==> config.mk <==
export PLATFORM = sky130hd
export DESIGN_NAME = z_event_counter
export DESIGN_NICKNAME = d
export VERILOG_FILES = /design/src/rtl/z_event_counter.sv
export SDC_FILE = /design/constraint.sdc
export NUM_CORES = 1
export LEC_CHECK = 0
export CAP_MARGIN = 20
export CELL_PAD_IN_SITES_DETAIL_PLACEMENT = 1
export CELL_PAD_IN_SITES_GLOBAL_PLACEMENT = 1
export CORE_UTILIZATION = 38
export CTS_CLUSTER_SIZE = 12
export DETAILED_ROUTE_END_ITERATION = 10
export PLACE_DENSITY = 0.88
export SYNTH_ARGS = -nofsm -noshare
export SYNTH_HDL_FRONTEND = slang
export SYNTH_SLANG_ARGS = --single-unit
==> constraint.sdc <==
create_clock -name clk -period 3.1 [get_ports clk]
set_input_delay 0.62 -clock clk [delete_from_list [all_inputs] [get_ports clk]]
set_output_delay 0.62 -clock clk [all_outputs]
set_load 0.05 [all_outputs]
==> src/rtl/z_event_counter.sv <==
// Statistics monitor for a sequence detector: counts z rising edges, tracks z-high
// run lengths, records the state at each detection and flags illegal encodings.
module z_event_counter #(
    parameter int unsigned COUNT_W = 8,
    parameter int unsigned RUN_W   = 4
) (
    input  logic               clk,
    input  logic               reset,
    input  logic               z,
    input  logic [2:0]         state,
    input  logic               clear,
    input  logic               freeze,
    output logic               z_rise,
    output logic [COUNT_W-1:0] count,
    output logic               overflow,
    output logic [RUN_W-1:0]   run_len,
    output logic [RUN_W-1:0]   max_run,
    output logic [2:0]         last_state,
    output logic               illegal_state
);

    localparam logic [2:0] LastLegal = 3'b100;

    logic               z_q;
    logic               z_rise_q, z_rise_d;
    logic [COUNT_W-1:0] count_q, count_d;
    logic               overflow_q, overflow_d;
    logic [RUN_W-1:0]   run_len_q, run_len_d;
    logic [RUN_W-1:0]   max_run_q, max_run_d;
    logic [2:0]         last_state_q, last_state_d;
    logic               illegal_q, illegal_d;
    logic               rise;

    assign rise = z & ~z_q;

    always_comb begin
        z_rise_d     = rise;
        count_d      = count_q;
        overflow_d   = overflow_q;
        run_len_d    = run_len_q;
        max_run_d    = max_run_q;
        last_state_d = last_state_q;
        illegal_d    = illegal_q;

        if (clear) begin
            count_d      = '0;
            overflow_d   = 1'b0;
            run_len_d    = '0;
            max_run_d    = '0;
            last_state_d = 3'b000;
            illegal_d    = 1'b0;
        end else if (!freeze) begin
            if (rise) begin
                if (count_q != {COUNT_W{1'b1}}) begin
                    count_d = count_q + COUNT_W'(1);
                end else begin
                    overflow_d = 1'b1;
                end
                last_state_d = state;
                run_len_d    = RUN_W'(1);
            end else if (z && (run_len_q != {RUN_W{1'b1}})) begin
                run_len_d = run_len_q + RUN_W'(1);
            end
            // Compare against the updated run length so max tracks in the same cycle.
            if (run_len_d > max_run_q) begin
                max_run_d = run_len_d;
            end
            if (state > LastLegal) begin
                illegal_d = 1'b1;
            end
        end
    end

    always_ff @(posedge clk) begin
        if (reset) begin
            z_q          <= 1'b0;
            z_rise_q     <= 1'b0;
            count_q      <= '0;
            overflow_q   <= 1'b0;
            run_len_q    <= '0;
            max_run_q    <= '0;
            last_state_q <= 3'b000;
            illegal_q    <= 1'b0;
        end else begin
            // Edge tracking runs even under clear/freeze so unfreeze cannot fake a rise.
            z_q          <= z;
            z_rise_q     <= z_rise_d;
            count_q      <= count_d;
            overflow_q   <= overflow_d;
            run_len_q    <= run_len_d;
            max_run_q    <= max_run_d;
            last_state_q <= last_state_d;
            illegal_q    <= illegal_d;
        end
    end

    assign z_rise        = z_rise_q;
    assign count         = count_q;
    assign overflow      = overflow_q;
    assign run_len       = run_len_q;
    assign max_run       = max_run_q;
    assign last_state    = last_state_q;
    assign illegal_state = illegal_q;

endmodule

==> impl_results.md, run 1 <==
- Sw power: 143 uW
- Per-cell routed wire length: 15.6 um
- Yosys warns: 0
- Initial antenna violation count: 0
- Fin. Hold Viols: 0
- Critical Path RT: 3350 ps
- Rel. slew slack: 0.659
- Sw frac: 0.273
- Register bit total from synthesis: 23
- Core Footprint: 0.00283 mm^2
- Synth unique cells: 37
- CP Class: in2reg
- CTS clk-pin slew, worst paths: 120 ps
- Clk_lat worst skew: 320 ps
- Commonest non-fill, non-tap cell in the layout: clkdlybuf4s50_1
- Worst Path Buf+Inv: 2
- Setup_tns: 0 ps
- Setup violations, final: 0
- Post-route ant nets: 0
- CTS buffer count: 3
- Clock Skew: 13.2 ps
- Ant diodes: 0
- Clock power frac: 0.272
- I/O Pins: 30
- Multi-input gate area: 642 um^2
- Leak pwr: 0.564 nW
- Initial core utilization: 0.411
- Sequential share of power: 0.581
- Post-cts sizing count: 0
- Internal: 382 uW
- H-tree depth: 1
- Max clock buf depth: 2
- Layout Nets: 178
- RSZ-0062 raised after global routing: false
- Critical path cell sequence: clkdlybuf4s50_1, nand2_1, a31oi_1, a22oi_1, inv_1, ha_1, a41oi_1, o21a_1, mux2i_1
- Site Rows: 19
- Fmax: 360 MHz
- Post-synth top area share: 0.396
- Synth area leaders: dfxtp_1, ha_1, mux2i_1
- Peak VDD IR: 0.000249 V
- CTS hold repair buffers: 0
- Slowest library cell on the worst path: clkdlybuf4s50_1
- TritonCTS clock tree: built
- Vias per cell: 5.60
- Period utilization: 0.895
- Sink Count: 23
- Root Driver: clkbuf_4
- GR Overflow Total: 0
- Largest delay share family, worst path: compound AO/OA/AOI/OAI gates
- First-pass GRT wire length: 5310 um
- Initial DRC count: 18
- Minimum clock period: 2770 ps
- GPL Wtd Cong: 0.755
- Die footprint: 0.00328 mm^2
- Ratio of cells with drive above 1 in the final layout: 0.0552
- DIE HEIGHT: 57.3 um
- Final core occ: 0.531
- # Max-Cap Violations: 0
- Vias in the first global route: 1101
- Final Max Slew Viols: 0
- Hold Crit Class: reg2reg
- Largest net degree at the start of global routing: 20
- Power consumption: 526 uW
- Mapped Avg Cell Area: 8.81 um^2
- Startpoint class of the critical path: input port
- Status: complete, but fails checks
- Hpwl dp: 2330 um
- Least-Margin Pin Slew: 510 ps
- Commonest cells after routing, fill and taps aside: clkdlybuf4s50_1, dfxtp_1, a21oi_1, nor2_1, nand2_1
- Fillers: 340
- Synthesized area: 0.00116 mm^2
- Drc violations: 2
- Failing checks: DRC
- Layout area overhead: 29.3%
- DR pass1 iterations: 7
- PD cells: 350 mW/mm^2
- CP endpoint kind: flip-flop
- Synthesized Nets: 146
- Final WL: 3020 um
- Post-synthesis sequential area ratio: 0.396
- Die width: 57.3 um
- GRT Util Overall: 0.214
- CP arrival: 3020 ps
- Comb pwr share: 0.147
- Register area: 460 um^2
- Crit Path Max Fanout: 10
- Yosys top cell by area: dfxtp_1
- Setup repair bufs after CTS: 0
- Vias after detailed routing: 1087
- Cells after synthesis: 132
- CP max stage delay: 660 ps
- Port bufs: 29
## synthesized netlist by cell type
| master | number |
|---|---|
| dfxtp_1 | 23 |
| a21oi_1 | 13 |
| nor2_1 | 13 |
| nand2_1 | 12 |
| inv_1 | 8 |
| mux2i_1 | 7 |
| ha_1 | 6 |
| o21ai_0 | 4 |
| nand3_1 | 3 |
| nand4_1 | 3 |
| nor2b_1 | 3 |
| or3_1 | 3 |
| xor2_1 | 3 |
| a211o_1 | 2 |
| and3_1 | 2 |
| buf_6 | 2 |
| clkbuf_1 | 2 |
| o2111ai_1 | 2 |
| o211ai_1 | 2 |
| or2_2 | 2 |
| a21o_1 | 1 |
| a22oi_1 | 1 |
| a31oi_1 | 1 |
| a41o_1 | 1 |
| a41oi_1 | 1 |
| and2_1 | 1 |
| and4_1 | 1 |
| and4b_1 | 1 |
| nand2b_1 | 1 |
| nor3_1 | 1 |
| nor3b_4 | 1 |
| o21a_1 | 1 |
| o21ai_2 | 1 |
| o311ai_0 | 1 |
| o31ai_1 | 1 |
| or4_1 | 1 |
| or4b_1 | 1 |
## through the flow
step	hold slack [ps]	cell area [um^2]	cells	setup slack, ps
after detailed placement	446	1480	190	37.7
after floorplan	626	1160	132	622
after global placement	439	1480	190	282
after CTS	465	1500	194	377
final	459	1500	194	326
after global routing	518	1500	194	124
## area by class of cell
class | count | share of cell area
multi-input cells | 97 | 0.427
well taps | 31 | 0.0258
inverters | 8 | 0.0200
repair buffers | 31 | 0.203
clock buffers | 4 | 0.0175
flip-flops and latches | 23 | 0.306
## final timing paths
kind                              startpoint                          to  slack, ps  depth (start not counted)
setup reg to reg     run_len[0]$_SDFFE_PP0N_     max_run[3]$_SDFFE_PP0P_        570                          9
hold reg to reg   illegal_state$_SDFFE_PP0P_  illegal_state$_SDFFE_PP0P_        460                          2
setup / recovery                           z     max_run[3]$_SDFFE_PP0P_        330                          9
hold / removal    illegal_state$_SDFFE_PP0P_  illegal_state$_SDFFE_PP0P_        460                          2
## kinds of logic (layout without fill, tap and decap cells)
family,Yosys count,in the layout,share of synthesized area
flops,23,23,0.396
mux,7,7,0.0603
fa+ha+maj,6,6,0.0646
compound gates,32,32,0.179
buf+inv,12,43,0.0517
xor+xnor,3,3,0.0226
simple gates,49,49,0.226
## sequential cells by signal, indices dropped and copies added, names as in the netlist
name	count
z_q	1
max_run	4
z_rise	1
count	8
run_len	4
illegal_state	1
last_state	3
overflow	1
## metal layers
| metal | track usage | routed length (um) |
|---|---|---|
| met1 | 0.271 | 1330 |
| met2 | 0.366 | 1510 |
| met3 | 0.0385 | 133 |
| met4 | 0.0767 | 37 |
| met5 | 0 | 0 |
## worst min-delay path, delay by kind of cell, from the launching register on
| kind | cells | cell delay, ps |
|---|---|---|
| flops | 1 | 330 |
| buf+inv | 1 | 50 |
| compound gates | 1 | 50 |
## power groups by stage
stage	clock network [mW]	registers, mW	logic, mW
2_1_floorplan	0	0.326	0.0365
3_3_place_gp	0	0.312	0.0741
3_5_place_dp	0	0.312	0.0769
4_1_cts	0.148	0.306	0.0772
5_1_grt	0.159	0.307	0.0838
6_report	0.143	0.306	0.0770
Note: power is estimated with default switching activity, not from simulation.
==> inputs of run 2 (changes only) <==
--- a/config.mk
+++ b/config.mk
@@ -8,10 +8,10 @@
 export CAP_MARGIN = 20
 export CELL_PAD_IN_SITES_DETAIL_PLACEMENT = 1
 export CELL_PAD_IN_SITES_GLOBAL_PLACEMENT = 1
-export CORE_UTILIZATION = 38
+export CORE_UTILIZATION = 32
 export CTS_CLUSTER_SIZE = 12
 export DETAILED_ROUTE_END_ITERATION = 10
-export PLACE_DENSITY = 0.88
+export PLACE_DENSITY = 0.8
 export SYNTH_ARGS = -nofsm -noshare
 export SYNTH_HDL_FRONTEND = slang
 export SYNTH_SLANG_ARGS = --single-unit
==> constraint.sdc (replaced) <==
create_clock -name clk -period 2.4 [get_ports clk]
set_input_delay 0.48 -clock clk [delete_from_list [all_inputs] [get_ports clk]]
set_output_delay 0.48 -clock clk [all_outputs]
set_load 0.05 [all_outputs]
==> run 2 against run 1 <==
  * The flow now finishes without violations
  * Clock skew decreased by 6.0 ps
  * Cell area increased by 7.5%
  * Sequential share of layout area decreased by 2.0 points
  * Wire length increased by 2.5%
  * Final cell count increased by 12%
  * Global-route usage decreased by 4.6 points
  * First-iteration DRC count increased by 130%
  * Worst setup slack got worse by 180 ps
  * Critical path depth unchanged
  * Flip-flop and latch count unchanged
  * Total power increased by 30%
  * Via count increased by 3.8%
  * Critical path type is now reg2reg
==> impl_results.md, run 2 (synthesized netlist as in run 1, its figures left out) <==
- Fin. Hold Viols: 0 (unchanged)
- Initial DRC count: 41 (+23)
- Setup repair bufs after CTS: 0 (unchanged)
- Crit Path Max Fanout: 8 (-2)
- CP arrival: 2500 ps (-520 ps)
- Initial core utilization: 0.340 (-0.0706)
- Clk_lat worst skew: 310 ps (about the same)
- Fillers: 418 (+23%)
- Root Driver: clkbuf_4
- Least-Margin Pin Slew: 508 ps (-1.73 ps)
- Rel. slew slack: 0.660 (+0.00116)
- Fmax: 443 MHz
- CP Class: reg2reg
- I/O Pins: 30 (unchanged)
- DIE HEIGHT: 62.3 um (+8.7%)
- Sink Count: 23 (unchanged)
- GRT Util Overall: 0.168 (-0.0459)
- Setup violations, final: 0 (unchanged)
- End point of the critical path: max_run[1]$_SDFFE_PP0P_
- First-pass GRT wire length: 5330 um (+0.38%)
- Port bufs: 29 (unchanged)
- Die footprint: 0.00388 mm^2 (+18%)
- Leak pwr: 0.623 nW (+10%)
- Reg-to-reg critical path endpoint: max_run[1]$_SDFFE_PP0P_
- Final WL: 3100 um (+2.5%)
- Commonest cells after routing, fill and taps aside: clkdlybuf4s50_1, dfxtp_1, a21oi_1, nor2_1, nand2_1
- CTS buffer count: 3 (unchanged)
- Vias in the first global route: 1181 (+7.3%)
- Max FFs per register: 8 (unchanged)
- PD cells: 424 mW/mm^2 (+21%)
- Status: complete, no violations
- Hpwl dp: 2400 um (+3.3%)
- Vias after detailed routing: 1128 (+3.8%)
- CP endpoint kind: flip-flop
- Period utilization: 0.940
- Ratio of cells with drive above 1 in the final layout: 0.151 (+0.0959)
- H-tree depth: 1 (unchanged)
- Clock Skew: 7.27 ps (-5.97 ps)
- Vias per cell: 5.17 (-7.7%)
- Minimum clock period: 2260 ps
- Ant diodes: 0 (unchanged)
- GPL Wtd Cong: 0.804 (+6.5%)
- Post-cts sizing count: 2 (+2)
- Initial antenna violation count: 0 (unchanged)
- Core Footprint: 0.00342 mm^2 (+21%)
- Max clock buf depth: 2 (unchanged)
- Power consumption: 685 uW (+30%)
- Post-route ant nets: 0 (unchanged)
- Crit path from: run_len[0]$_SDFFE_PP0N_
- GR Overflow Total: 0 (unchanged)
- Final core occ: 0.473 (-0.0583)
- CTS clk-pin slew, worst paths: 130 ps (about the same)
- Hold Crit Class: reg2reg
- FF-to-FF setup slack: 140 ps (-430 ps)
- Drc violations: 0 (-2)
- Startpoint class of the critical path: flip-flop
- # Max-Cap Violations: 0 (unchanged)
- Layout Nets: 187 (+5.1%)
- TritonCTS clock tree: built
- RR Startpoint: run_len[0]$_SDFFE_PP0N_
- Critical Path RT: 2640 ps (-710 ps)
- Die width: 62.3 um (+8.7%)
- Largest net degree at the start of global routing: 15 (-25%)
- R2R depth: 9 (unchanged)
- Layout area overhead: 39.0%
- Setup_tns: 0 ps (unchanged)
- Hold slack: 459 ps (+0.392 ps)
- Peak VDD IR: 0.000264 V (+6.1%)
- Site Rows: 21 (+2)
- CTS hold repair buffers: 0 (unchanged)
- DR pass1 iterations: 4 (-3)
- Final Max Slew Viols: 0 (unchanged)
- Per-cell routed wire length: 14.2 um (-8.8%)
- Commonest non-fill, non-tap cell in the layout: clkdlybuf4s50_1
## run 2: through the flow
stage                     std cells  worst slack [ps]  cell area, um^2
after floorplan                 132               152             1160
after global placement          214              -245             1570
after detailed placement        214              -350             1570
after CTS                       218              17.0             1600
after global routing            218            -0.506             1620
final                           218               143             1620
## run 2: worst min-delay path by stage
stage / startpoint / endpoint / slack, ps / depth (start not counted)
global placement: illegal_state$_SDFFE_PP0P_ / illegal_state$_SDFFE_PP0P_ / 440 / 2
finish: illegal_state$_SDFFE_PP0P_ / illegal_state$_SDFFE_PP0P_ / 460 / 2
floorplan: reset / z_q$_SDFF_PP0_ / 550 / 1
detailed placement: illegal_state$_SDFFE_PP0P_ / illegal_state$_SDFFE_PP0P_ / 440 / 2
global route: illegal_state$_SDFFE_PP0P_ / illegal_state$_SDFFE_PP0P_ / 490 / 2
CTS: illegal_state$_SDFFE_PP0P_ / illegal_state$_SDFFE_PP0P_ / 460 / 2
## run 2: final cells by class
cell class / count / area (um^2) / share of cell area
Clock buffer: 3 / 22.5 / 0.0139
Clock inverter: 1 / 5.00 / 0.00310
Tap cell: 46 / 57.6 / 0.0356
Timing Repair Buffer: 40 / 375 / 0.232
Sequential cell: 23 / 463 / 0.287
Inverter: 8 / 30.0 / 0.0186
Multi-Input combinational cell: 97 / 662 / 0.410
## run 2: report_power, final
part | total [mW] | leakage (nW) | internal [mW] | switching, mW
Clock | 0.178 | 0.0177 | 0.0621 | 0.116
Sequential | 0.396 | 0.187 | 0.388 | 0.00715
Combinational | 0.111 | 0.418 | 0.0501 | 0.0613
Total | 0.685 | 0.623 | 0.501 | 0.184
## run 2: worst max-delay path, stage by stage, from the launching register on
cell      delay, ps
dfxtp_2         430
ha_1            280
a31oi_2         160
a22oi_2         270
inv_1            80
ha_1            290
a41oi_1         240
or2_2           150
o311ai_0        120
a21oi_1         170
## run 2: layer usage
layer | global-route usage | part of all wire
met4 | 0.0552 | 0.0094
met1 | 0.190 | 0.44
met3 | 0.0221 | 0.034
met5 | 0 | 0
met2 | 0.321 | 0.51
==> inputs of run 3 (changes only) <==
--- a/config.mk
+++ b/config.mk
@@ -5,13 +5,14 @@
 export SDC_FILE = /design/constraint.sdc
 export NUM_CORES = 1
 export LEC_CHECK = 0
-export CAP_MARGIN = 20
+export CAP_MARGIN = 10
 export CELL_PAD_IN_SITES_DETAIL_PLACEMENT = 1
 export CELL_PAD_IN_SITES_GLOBAL_PLACEMENT = 1
 export CORE_UTILIZATION = 32
 export CTS_CLUSTER_SIZE = 12
 export DETAILED_ROUTE_END_ITERATION = 10
 export PLACE_DENSITY = 0.8
+export RECOVER_POWER = 100
 export SYNTH_ARGS = -nofsm -noshare
 export SYNTH_HDL_FRONTEND = slang
 export SYNTH_SLANG_ARGS = --single-unit
==> constraint.sdc (replaced) <==
create_clock -name clk -period 2.4 [get_ports clk]
set_input_delay 0.24 -clock clk [delete_from_list [all_inputs] [get_ports clk]]
set_output_delay 0.24 -clock clk [all_outputs]
set_load 0.05 [all_outputs]
==> run 3 against run 2 <==
  * Register-to-register slack better by 20 ps
  * Combinational power is 11% lower
  * Critical path depth fell by 1
  * Clock power about the same
  * Flip-flop and latch count did not move
==> impl_results.md, run 3 (synthesized netlist as in run 1, its figures left out) <==
- Rel. slew slack: 0.281 (-0.379)
- Status: complete, no violations
- Sink Count: 23 (unchanged)
- Fmax: 447 MHz (+0.98%)
- Hpwl dp: 2270 um (-5.4%)
- RSZ-0062 raised after global routing: false
- Hold slack: 453 ps (-6.86 ps)
- Ant diodes: 0 (unchanged)
- CTS hold repair buffers: 0 (unchanged)
- Max FFs per register: 8 (unchanged)
- Vias in the first global route: 1080 (-8.6%)
- WHS Path Cells: 2 (unchanged)
- Layout area overhead: 33.4%
- Max clock buf depth: 2 (unchanged)
- CTS buffer count: 3 (unchanged)
- Commonest cells after routing, fill and taps aside: dlygate4sd3_1, dfxtp_1, a21oi_1, nor2_1, nand2_1
- Setup violations, final: 0 (unchanged)
- RR Startpoint: run_len[0]$_SDFFE_PP0N_
- Startpoint class of the critical path: flip-flop
- Final WL: 2900 um (-6.3%)
- Core Footprint: 0.00342 mm^2 (unchanged)
- I/O Pins: 30 (unchanged)
- Post-cts sizing count: 0 (-2)
- Drc violations: 0 (unchanged)
- Largest net degree at the start of global routing: 20 (+5)
- # Max-Cap Violations: 0 (unchanged)
- Commonest non-fill, non-tap cell in the layout: dlygate4sd3_1
- GRT Util Overall: 0.152 (-0.0160)
- DIE HEIGHT: 62.3 um (unchanged)
- Ratio of cells with drive above 1 in the final layout: 0.0958 (-0.0554)
- Peak VDD IR: 0.000190 V (-28%)
- Fin. Hold Viols: 0 (unchanged)
- GPL Wtd Cong: 0.806 (+0.27%)
- Initial core utilization: 0.340 (unchanged)
- DR pass1 iterations: 4 (unchanged)
- Initial DRC count: 32 (-22%)
- Leak pwr: 0.653 nW (+4.8%)
- Min-delay src: illegal_state$_SDFFE_PP0P_
- Clock Skew: 4.89 ps (-2.38 ps)
- Fillers: 417 (-0.24%)
- Vias per cell: 5.15 (-0.37%)
- Non-Filler Instances: 213 (-2.3%)
- Period utilization: 0.931 (-0.00910)
- Design area: 0.00155 mm^2 (-4.0%)
- Post-DP Area: 0.00153 mm^2 (-2.4%)
- Crit path from: run_len[0]$_SDFFE_PP0N_
- Placed cells: 209 (-2.3%)
- Die width: 62.3 um (unchanged)
- Per-cell routed wire length: 13.6 um (-4.1%)
- CP endpoint kind: flip-flop
- Least-Margin Pin Slew: 1080 ps (+570 ps)
- Root Driver: clkbuf_4
- Die footprint: 0.00388 mm^2 (unchanged)
- CTS clk-pin slew, worst paths: 130 ps (about the same)
- Port bufs: 29 (unchanged)
- Critical Path RT: 2650 ps (about the same)
- GR Overflow Total: 0 (unchanged)
- Site Rows: 21 (unchanged)
- Initial antenna violation count: 0 (unchanged)
- Final Max Slew Viols: 0 (unchanged)
- First-pass GRT wire length: 4840 um (-9.2%)
- Layout Nets: 182 (-2.7%)
- Multi-input gate area: 641 um^2 (-3.2%)
- Clk_lat worst skew: 310 ps (about the same)
- R2R depth: 8 (-1)
- TritonCTS clock tree: built
- Post-route ant nets: 0 (unchanged)
- Setup repair bufs after CTS: 0 (unchanged)
- Minimum clock period: 2230 ps (-21.9 ps)
- Hold Crit Class: reg2reg
- PD cells: 434 mW/mm^2 (+2.3%)
- CP Class: reg2reg
- CP arrival: 2480 ps (-20 ps)
- Vias after detailed routing: 1098 (-2.7%)
- Crit Path Max Fanout: 8 (unchanged)
- Register area: 463 um^2 (unchanged)
- H-tree depth: 1 (unchanged)
## run 3: where the power goes
part / internal, mW / leakage [nW] / switching [mW] / total [mW]
Sequential: 0.388 / 0.187 / 0.00632 / 0.395
Clock: 0.0621 / 0.0177 / 0.117 / 0.179
Combinational: 0.0401 / 0.448 / 0.0590 / 0.0991
Total: 0.491 / 0.653 / 0.182 / 0.673
## run 3: worst max-delay path, stage by stage, from the launching register on
cell and delay, ps:
dfxtp_2 420, ha_2 250, nand4_1 140, a21oi_1 300, a21o_1 130, ha_1 220
a41oi_1 280, o21a_2 250, mux2i_1 190
## run 3: layout make-up
| type | instances | area share |
|---|---|---|
| sequential | 23 | 0.299 |
| tap | 46 | 0.0371 |
| clock buffer | 3 | 0.0145 |
| clock inverter | 1 | 0.00323 |
| timing repair buffer | 35 | 0.214 |
| inverter | 8 | 0.0194 |
| multi-input combinational | 97 | 0.413 |
## run 3: stage by stage
| step | setup slack, ps | power, mW | TNS (ps) | utilization |
|---|---|---|---|---|
| after floorplan | 152 | 0.469 | 0 | - |
| after global placement | 34.5 | 0.503 | 0 | 0.447 |
| after detailed placement | -114 | 0.507 | -306 | 0.447 |
| after CTS | 66.4 | 0.682 | 0 | 0.455 |
| after global routing | 21.2 | 0.702 | 0 | 0.454 |
| final | 165 | 0.673 | 0 | 0.454 |
## run 3: metal layers
layer | routed length, um | GRT usage | share of wire | vias up
met3 | 86 | 0.0202 | 0.030 | 2
li1 | - | - | - | 548
met2 | 1420 | 0.268 | 0.49 | 18
met1 | 1370 | 0.193 | 0.47 | 530
met4 | 17 | 0.0436 | 0.0059 | 0
met5 | 0 | 0 | 0 | -
## run 3: final timing paths
path	to	slack, ps
worst max-delay path	max_run[0]$_SDFFE_PP0P_	170
worst min-delay path	illegal_state$_SDFFE_PP0P_	450
worst max register to register	max_run[0]$_SDFFE_PP0P_	170
worst min register to register	illegal_state$_SDFFE_PP0P_	450
